--- config.mk ---
export PLATFORM = sky130hd
export DESIGN_NAME = alu_issue_arbiter_flat
export DESIGN_NICKNAME = d
export VERILOG_FILES = /design/src/rtl/alu_issue_arbiter_pkg.sv /design/src/rtl/alu_issue_arbiter_if.sv /design/src/rtl/alu_issue_arbiter_alu.sv /design/src/rtl/alu_issue_arbiter.sv /design/src/flat_wrapper.sv
export SDC_FILE = /design/constraint.sdc
export NUM_CORES = 1
export LEC_CHECK = 0
export BUFFER_PORTS_ARGS = -buffer_cell sky130_fd_sc_hd__buf_2
export CAP_MARGIN = 15
export CELL_PAD_IN_SITES_DETAIL_PLACEMENT = 0
export CELL_PAD_IN_SITES_GLOBAL_PLACEMENT = 2
export CORE_MARGIN = 2
export CORE_UTILIZATION = 30
export DETAILED_ROUTE_END_ITERATION = 10
export PLACE_DENSITY = 0.89
export SYNTH_ARGS = -nofsm -noshare
export SYNTH_HDL_FRONTEND = slang
export SYNTH_SLANG_ARGS = --single-unit
export TNS_END_PERCENT = 30
--- constraint.sdc ---
create_clock -name clk -period 8.8 [get_ports clk]
set_input_delay 1.76 -clock clk [delete_from_list [all_inputs] [get_ports clk]]
set_output_delay 1.76 -clock clk [all_outputs]
set_load 0.02 [all_outputs]
--- src/rtl/alu_issue_arbiter_pkg.sv ---
// Shared ALU opcode encodings and constants for the issue arbiter and its ALU.
package alu_issue_arbiter_pkg;

    typedef enum logic [3:0] {
        ALU_ADD = 4'd0,
        ALU_SUB = 4'd1,
        ALU_AND = 4'd2,
        ALU_OR  = 4'd3,
        ALU_XOR = 4'd4,
        ALU_SLL = 4'd5,
        ALU_SRL = 4'd6,
        ALU_SRA = 4'd7,
        ALU_NOP = 4'd15
    } alu_op_t;

    localparam int ALU_W = 32;

    // Marker value the ALU produces for a NOP, so a NOP is visible at writeback.
    localparam logic [ALU_W-1:0] ALU_NOP_RESULT = 32'h000E_2202;

endpackage

--- src/rtl/alu_issue_arbiter_if.sv ---
// Request/response bundle between issue slots, the arbiter and writeback.
interface alu_issue_arbiter_if
    import alu_issue_arbiter_pkg::*;
#(
    parameter int NUM_REQ = 4,
    parameter int DATA_W  = 32,
    parameter int ID_W    = $clog2(NUM_REQ)
);
    logic [NUM_REQ-1:0]             req_valid;
    logic [NUM_REQ-1:0]             req_ready;
    logic [NUM_REQ-1:0][DATA_W-1:0] req_operand_a;
    logic [NUM_REQ-1:0][DATA_W-1:0] req_operand_b;
    alu_op_t [NUM_REQ-1:0]          req_alu_op;
    logic                           resp_valid;
    logic                           resp_ready;
    logic [DATA_W-1:0]              resp_result;
    logic [ID_W-1:0]                resp_id;

    modport master (
        output req_valid, req_operand_a, req_operand_b, req_alu_op, resp_ready,
        input  req_ready, resp_valid, resp_result, resp_id
    );

    modport slave (
        input  req_valid, req_operand_a, req_operand_b, req_alu_op, resp_ready,
        output req_ready, resp_valid, resp_result, resp_id
    );

endinterface

--- src/rtl/alu_issue_arbiter_alu.sv ---
// Combinational 32-bit ALU shared by all issue slots.
module alu_issue_arbiter_alu
    import alu_issue_arbiter_pkg::*;
(
    input  logic [ALU_W-1:0] a,
    input  logic [ALU_W-1:0] b,
    input  alu_op_t          op,
    output logic [ALU_W-1:0] y
);

    always_comb begin
        y = '0;
        case (op)
            ALU_ADD: y = a + b;
            ALU_SUB: y = a - b;
            ALU_AND: y = a & b;
            ALU_OR:  y = a | b;
            ALU_XOR: y = a ^ b;
            ALU_SLL: y = a << b[4:0];
            ALU_SRL: y = a >> b[4:0];
            ALU_SRA: y = $signed(a) >>> b[4:0];
            ALU_NOP: y = ALU_NOP_RESULT;
            default: y = '0;
        endcase
    end

endmodule

--- src/rtl/alu_issue_arbiter.sv ---
// Round-robin arbiter sharing one ALU between NUM_REQ issue slots, with a
// single registered, id-tagged result behind a valid/ready handshake.
module alu_issue_arbiter
    import alu_issue_arbiter_pkg::*;
#(
    parameter int NUM_REQ = 4,
    parameter int DATA_W  = 32,
    parameter int ID_W    = $clog2(NUM_REQ)
) (
    input  logic               clk,
    input  logic               rst,
    alu_issue_arbiter_if.slave bus,
    output logic [15:0]        busy_count
);

    logic [ID_W-1:0]   rr_ptr;
    logic              resp_valid_q;
    logic [DATA_W-1:0] resp_result_q;
    logic [ID_W-1:0]   resp_id_q;
    logic              grant_found;
    logic [ID_W-1:0]   grant_idx;
    logic              can_accept;
    logic              fire;
    logic [DATA_W-1:0] alu_a;
    logic [DATA_W-1:0] alu_b;
    logic [DATA_W-1:0] alu_y;
    alu_op_t           alu_op;

    // Scan from the highest offset down so the closest slot to rr_ptr wins;
    // the index wraps for free because NUM_REQ is a power of two.
    function automatic logic [ID_W:0] rr_pick(input logic [NUM_REQ-1:0] valid,
                                              input logic [ID_W-1:0]    ptr);
        logic [ID_W-1:0] idx;
        rr_pick = '0;
        for (int i = NUM_REQ - 1; i >= 0; i--) begin
            idx = ptr + ID_W'(i);
            if (valid[idx]) rr_pick = {1'b1, idx};
        end
    endfunction

    always_comb begin
        {grant_found, grant_idx} = rr_pick(bus.req_valid, rr_ptr);
    end

    assign can_accept = !resp_valid_q || bus.resp_ready;
    assign fire       = grant_found && can_accept && !rst;

    always_comb begin
        bus.req_ready = '0;
        if (fire) bus.req_ready[grant_idx] = 1'b1;
    end

    assign alu_a  = bus.req_operand_a[grant_idx];
    assign alu_b  = bus.req_operand_b[grant_idx];
    assign alu_op = bus.req_alu_op[grant_idx];

    alu_issue_arbiter_alu u_alu (
        .a  (alu_a),
        .b  (alu_b),
        .op (alu_op),
        .y  (alu_y)
    );

    always_ff @(posedge clk) begin
        if (rst) begin
            resp_valid_q  <= 1'b0;
            resp_result_q <= '0;
            resp_id_q     <= '0;
            rr_ptr        <= '0;
            busy_count    <= '0;
        end else begin
            if (fire) begin
                resp_valid_q  <= 1'b1;
                resp_result_q <= alu_y;
                resp_id_q     <= grant_idx;
                rr_ptr        <= grant_idx + ID_W'(1);
            end else if (bus.resp_ready) begin
                resp_valid_q  <= 1'b0;
            end
            if (resp_valid_q && !bus.resp_ready && busy_count != 16'hFFFF)
                busy_count <= busy_count + 16'd1;
        end
    end

    assign bus.resp_valid  = resp_valid_q;
    assign bus.resp_result = resp_result_q;
    assign bus.resp_id     = resp_id_q;

endmodule

--- src/flat_wrapper.sv ---
// flat-port wrapper written by rule: the top's interface ports become plain ports
module alu_issue_arbiter_flat import alu_issue_arbiter_pkg::*;
#(
    parameter int NUM_REQ = 4,
    parameter int DATA_W  = 32,
    parameter int ID_W    = $clog2(NUM_REQ)
)
  (clk, rst, busy_count, bus_req_valid, bus_req_operand_a, bus_req_operand_b, bus_req_alu_op, bus_resp_ready, bus_req_ready, bus_resp_valid, bus_resp_result, bus_resp_id);
  alu_issue_arbiter_if #(.NUM_REQ(NUM_REQ), .DATA_W(DATA_W), .ID_W(ID_W)) bus_i ();
  input  logic clk;
  input  logic rst;
  output logic [15:0] busy_count;
  input wire logic [$bits(bus_i.req_valid)-1:0] bus_req_valid;
  input wire logic [$bits(bus_i.req_operand_a)-1:0] bus_req_operand_a;
  input wire logic [$bits(bus_i.req_operand_b)-1:0] bus_req_operand_b;
  input wire logic [$bits(bus_i.req_alu_op)-1:0] bus_req_alu_op;
  input wire logic [$bits(bus_i.resp_ready)-1:0] bus_resp_ready;
  output wire logic [$bits(bus_i.req_ready)-1:0] bus_req_ready;
  output wire logic [$bits(bus_i.resp_valid)-1:0] bus_resp_valid;
  output wire logic [$bits(bus_i.resp_result)-1:0] bus_resp_result;
  output wire logic [$bits(bus_i.resp_id)-1:0] bus_resp_id;
  assign bus_i.req_valid = bus_req_valid;
  assign bus_i.req_operand_a = bus_req_operand_a;
  assign bus_i.req_operand_b = bus_req_operand_b;
  assign bus_i.req_alu_op = bus_req_alu_op;
  assign bus_i.resp_ready = bus_resp_ready;
  assign bus_req_ready = bus_i.req_ready;
  assign bus_resp_valid = bus_i.resp_valid;
  assign bus_resp_result = bus_i.resp_result;
  assign bus_resp_id = bus_i.resp_id;
  alu_issue_arbiter #(.NUM_REQ(NUM_REQ), .DATA_W(DATA_W), .ID_W(ID_W)) u_core (.clk(clk), .rst(rst), .bus(bus_i), .busy_count(busy_count));
endmodule
==> results.md <==
- The critical setup path kind is input pin to flop.
- In the synthesized netlist the dominant register cell turns out to be sky130_fd_sc_hd__dfxtp_1.
- Entering global routing, the biggest net connects 61 pins.
- The number of antenna violations at the first check in global routing is 2.
- The number of buffers added on ports is 333.
- Post-CTS timing repair inserted 0 buffers for setup.
- The die width is 214.3 µm.
- The number of nets in the synthesized netlist is 2085.
- The number of synthesized flops with an enable pin is 0.
- The number of buffers inserted for hold repair after clock tree synthesis is 0.
- For the final database, setup skew stands at 8.043 ps.
- For this run, the post-layout net count is 2388.
- The min-delay analysis places its worst path in the category flop to flop.
- The remaining global-route overflow is 0.
- Across the run, the number of max-cap violations was 0.
- The reported leakage power is 7.307 nW.
- The worst slew margin relative to its limit is 0.1889.
- After synthesis, the cell types taking the most area are sky130_fd_sc_hd__mux2i_1 23%, sky130_fd_sc_hd__ha_1 9.6%, sky130_fd_sc_hd__dfxtp_1 8.0%.
- The clock latency reported for the late side of the worst-skew pair is 330 ps.
- The most critical setup path has its startpoint at bus_req_valid[1].
- The switching share of total power is 0.6152.
- The Yosys step of the flow raised 0 warnings.
- Of the synthesized area, sequential elements account for 0.07999.
- The post-route total power is 4.261 mW.
- Dividing total power by cell area gives a power density of 271.2 nW/µm².
- The worst hold path begins at u_core.bus.resp_id[0].
- The internal power is 1.640 mW.
- sky130_fd_sc_hd__mux2i_1 takes more of the synthesized area than any other cell.
- Summed over all failing endpoints, the final setup total negative slack is 0 ps.
- For this block, the routed nets add up to 73530 µm of wire.
- The clock buffer count from CTS is 5.
- Fill cells in the final layout number 4703.
- Once detail routing completed, the nets flagged for antenna violations numbered 0.
- The share of Yosys cell area claimed by the top area cell type is 0.2309.
- The DRC violation count after routing is 0.
- For the pin with the worst max-slew slack, the measured transition is 1193 ps.
- CTS built an H-tree with a depth of 2.
- The vertical die dimension is 214.3 µm.
- Of the total power, combinational logic draws 0.879.
- The run finished with clean final reports.
- The post-synthesis cell count is 1703.
- For this block, the via count after detailed routing is 15668.
- The area enclosed by the die boundary is 45910 µm².
- The data arrival time of the critical path is 8190 ps.
- The setup-violating endpoint count in the final report is 0.
- For this run, asynchronously set or reset flops after synthesis account for 0.
- The count of routing violations after the opening detailed-route iteration is 1855.
- For this configuration, the core starts out at a cell density of 0.3019.
- The wire length per cell is 28.28 µm.
- Clock-pin slew was measured on the worst setup and hold paths at 80 ps.
- The critical path goes through buf_2 > a21boi_1 > o221ai_4 > buf_4 > mux2i_1 > mux2_2 > nand3_1 > or3_1 > or2_1 > o21ai_0 > xnor2_1 > ha_1 > a21oi_1 > a21o_1 > nor4b_1 > o32ai_1 > a311o_1 > a21boi_1 > nor3b_1 > a221o_1 > nor3_1 > o21ai_1.
- The ratio of final minimum period to clock period is 0.9089.
- In the synthesized netlist, the cells that appear most often are 306 x sky130_fd_sc_hd__mux2i_1, 182 x sky130_fd_sc_hd__nand2_1, 114 x sky130_fd_sc_hd__a21oi_1.
- The sequential cell fraction of total power is 0.068.
- The clock period could shrink to 7998 ps.
- Setup repair after global routing left no endpoint under its margin.
- The congestion estimate from routability-driven global placement came to 1.030.
- The total half-perimeter wirelength after legalization and detailed placement is 58180 µm.
- The via count of the first global-routing pass is 15161.
- On the worst path, the slowest cell contributes a delay of 630 ps.
- From synthesis to final layout, the design area changed by 18.47%.
- The floorplan step defined a core boundary enclosing 43930 µm².
- The CTS tree is built.
- The fraction of final layout cells sized beyond drive strength 1 is 0.2571.
- The most used cell along the critical path is sky130_fd_sc_hd__a21boi_1.
- The number of gates resized after cts is 0.
- Clock tree synthesis selected as its root buffer the cell sky130_fd_sc_hd__clkbuf_16.
- The count of pins over their slew limit is 0.
- The startpoint identified for the worst register-to-register timing path is u_core.rr_ptr[1].
- Summed over all nets, the switching power comes to 2.621 mW.
- The type of element capturing the critical path is a flop.
- The final-report hold violation count is 0.
- The number of placement rows is 77.
- STA puts the critical path data required time at 9000 ps.
- The highest clock frequency the design can meet is 0.1250 GHz.
- In the routed layout, each cell is associated on average with a via count of 6.026.
- The global-route wire length before repair is 104900 µm.
- The count of distinct cell types in the synthesized netlist is 93.
- The average instance area after synthesis is 7.789 µm².
- In this run the count of I/O pins placed on the die edge is 334.
- Of the total power, the clock network draws 0.054.
- The maximum clock insertion buffer count is 2.
- The worst supply voltage drop on vdd is 89.94 µV.
- The critical-path cell with the highest stage delay is sky130_fd_sc_hd__o221ai_4.
- In this run, synthesis produced a sequential element count of 53.
- In this run the cell area of the synthesized design comes to 13260 µm².
- The library cell with the highest instance count after synthesis is sky130_fd_sc_hd__mux2i_1.
- The first-pass iteration count of the detailed router is 6.
- STA classifies the critical path startpoint as an input pin.
- The worst slack on hold paths is 506.9 ps.
- In this run the worst path has a maximum fanout of 17.
- CTS saw 53 sinks.
- For this run, the total global-route usage over all layers was measured as 0.3063.
-- cells in the final DEF (no fill, tap or decap), drive strengths merged, types with 52 or more instances in the layout --
cell	count
nand2	186
mux2i	346
nand3	52
dfxtp	53
ha	102
o21ai	68
nor2	106
buf	408
inv	76
a21oi	116
-- worst paths after layout --
path | end | slack (ps) | depth (start not counted)
setup / recovery | u_core.bus.resp_result[31] | 800 | 22
hold / removal | u_core.bus.resp_id[0] | 510 | 2
setup reg to reg | u_core.bus.resp_result[31] | 1890 | 21
hold reg to reg | u_core.bus.resp_id[0] | 510 | 2
-- power by group through the flow --
stage | Sequential (mW) | Combinational [mW] | Clock [mW]
after floorplan | 0.304 | 2.41 | 0
after global placement | 0.293 | 3.61 | 0
after detailed placement | 0.294 | 3.61 | 0
after CTS | 0.288 | 3.63 | 0.235
after global routing | 0.290 | 3.93 | 0.241
final | 0.289 | 3.74 | 0.228
-- final cells by class --
class	instances	area [µm²]	share of cell area
multi-input combinational	1460	11210	0.7134
timing repair buffer	408	2255	0.1435
sequential	53	1061	0.06752
tap	592	740.7	0.04714
inverter	78	299.0	0.01903
clock buffer	5	125.1	0.007962
clock inverter	3	21.27	0.001354
antenna	1	2.502	0.0001592
-- logic make-up (layout without fill, tap and decap cells) --
family          Yosys count  after routing  share of synthesized area
xor+xnor                 67             67                    0.04424
fa+ha+maj               103            103                    0.09773
other cells               0              1                          0
simple gates            488            488                     0.1797
flops                    53             53                    0.07999
buf+inv                 190            494                    0.07801
mux                     354            354                     0.2885
compound gates          448            448                     0.2319
-- registers in the layout, indices dropped and copies added, names as in the netlist --
signal,flops
u_core.bus.resp_id,2
u_core.bus.resp_result,32
u_core.bus.resp_valid,1
u_core.busy_count,16
u_core.rr_ptr,2
-- per-stage QoR --
| stage | util | cells | worst slack, ps | area, µm² |
|---|---|---|---|---|
| 2_1_floorplan | - | 1703 | 1329 | 13260 |
| 3_3_place_gp | 0.3543 | 2591 | 820.8 | 15560 |
| 5_1_grt | 0.3577 | 2600 | 420.6 | 15710 |
| 4_1_cts | 0.3576 | 2599 | 964.0 | 15710 |
| 3_5_place_dp | 0.3543 | 2591 | 643.9 | 15560 |
| 6_report | 0.3577 | 2600 | 802.1 | 15710 |
-- critical path, delay by kind of cell --
kind / cells / cell delay [ps]
mux: 2 / 410
compound gates: 10 / 3030
buf+inv: 2 / 390
fa+ha+maj: 1 / 360
simple gates: 6 / 2150
xor+xnor: 1 / 90
-- per-layer routing --
metal  global-route usage  part of all wire  wire length (µm)
met1               0.3869              0.40             29400
met2               0.4844              0.44             32170
met3              0.06355             0.099              7308
met4               0.1738             0.063              4652
met5                    0                 0                 0
Note: power is estimated with default switching activity, not from simulation.
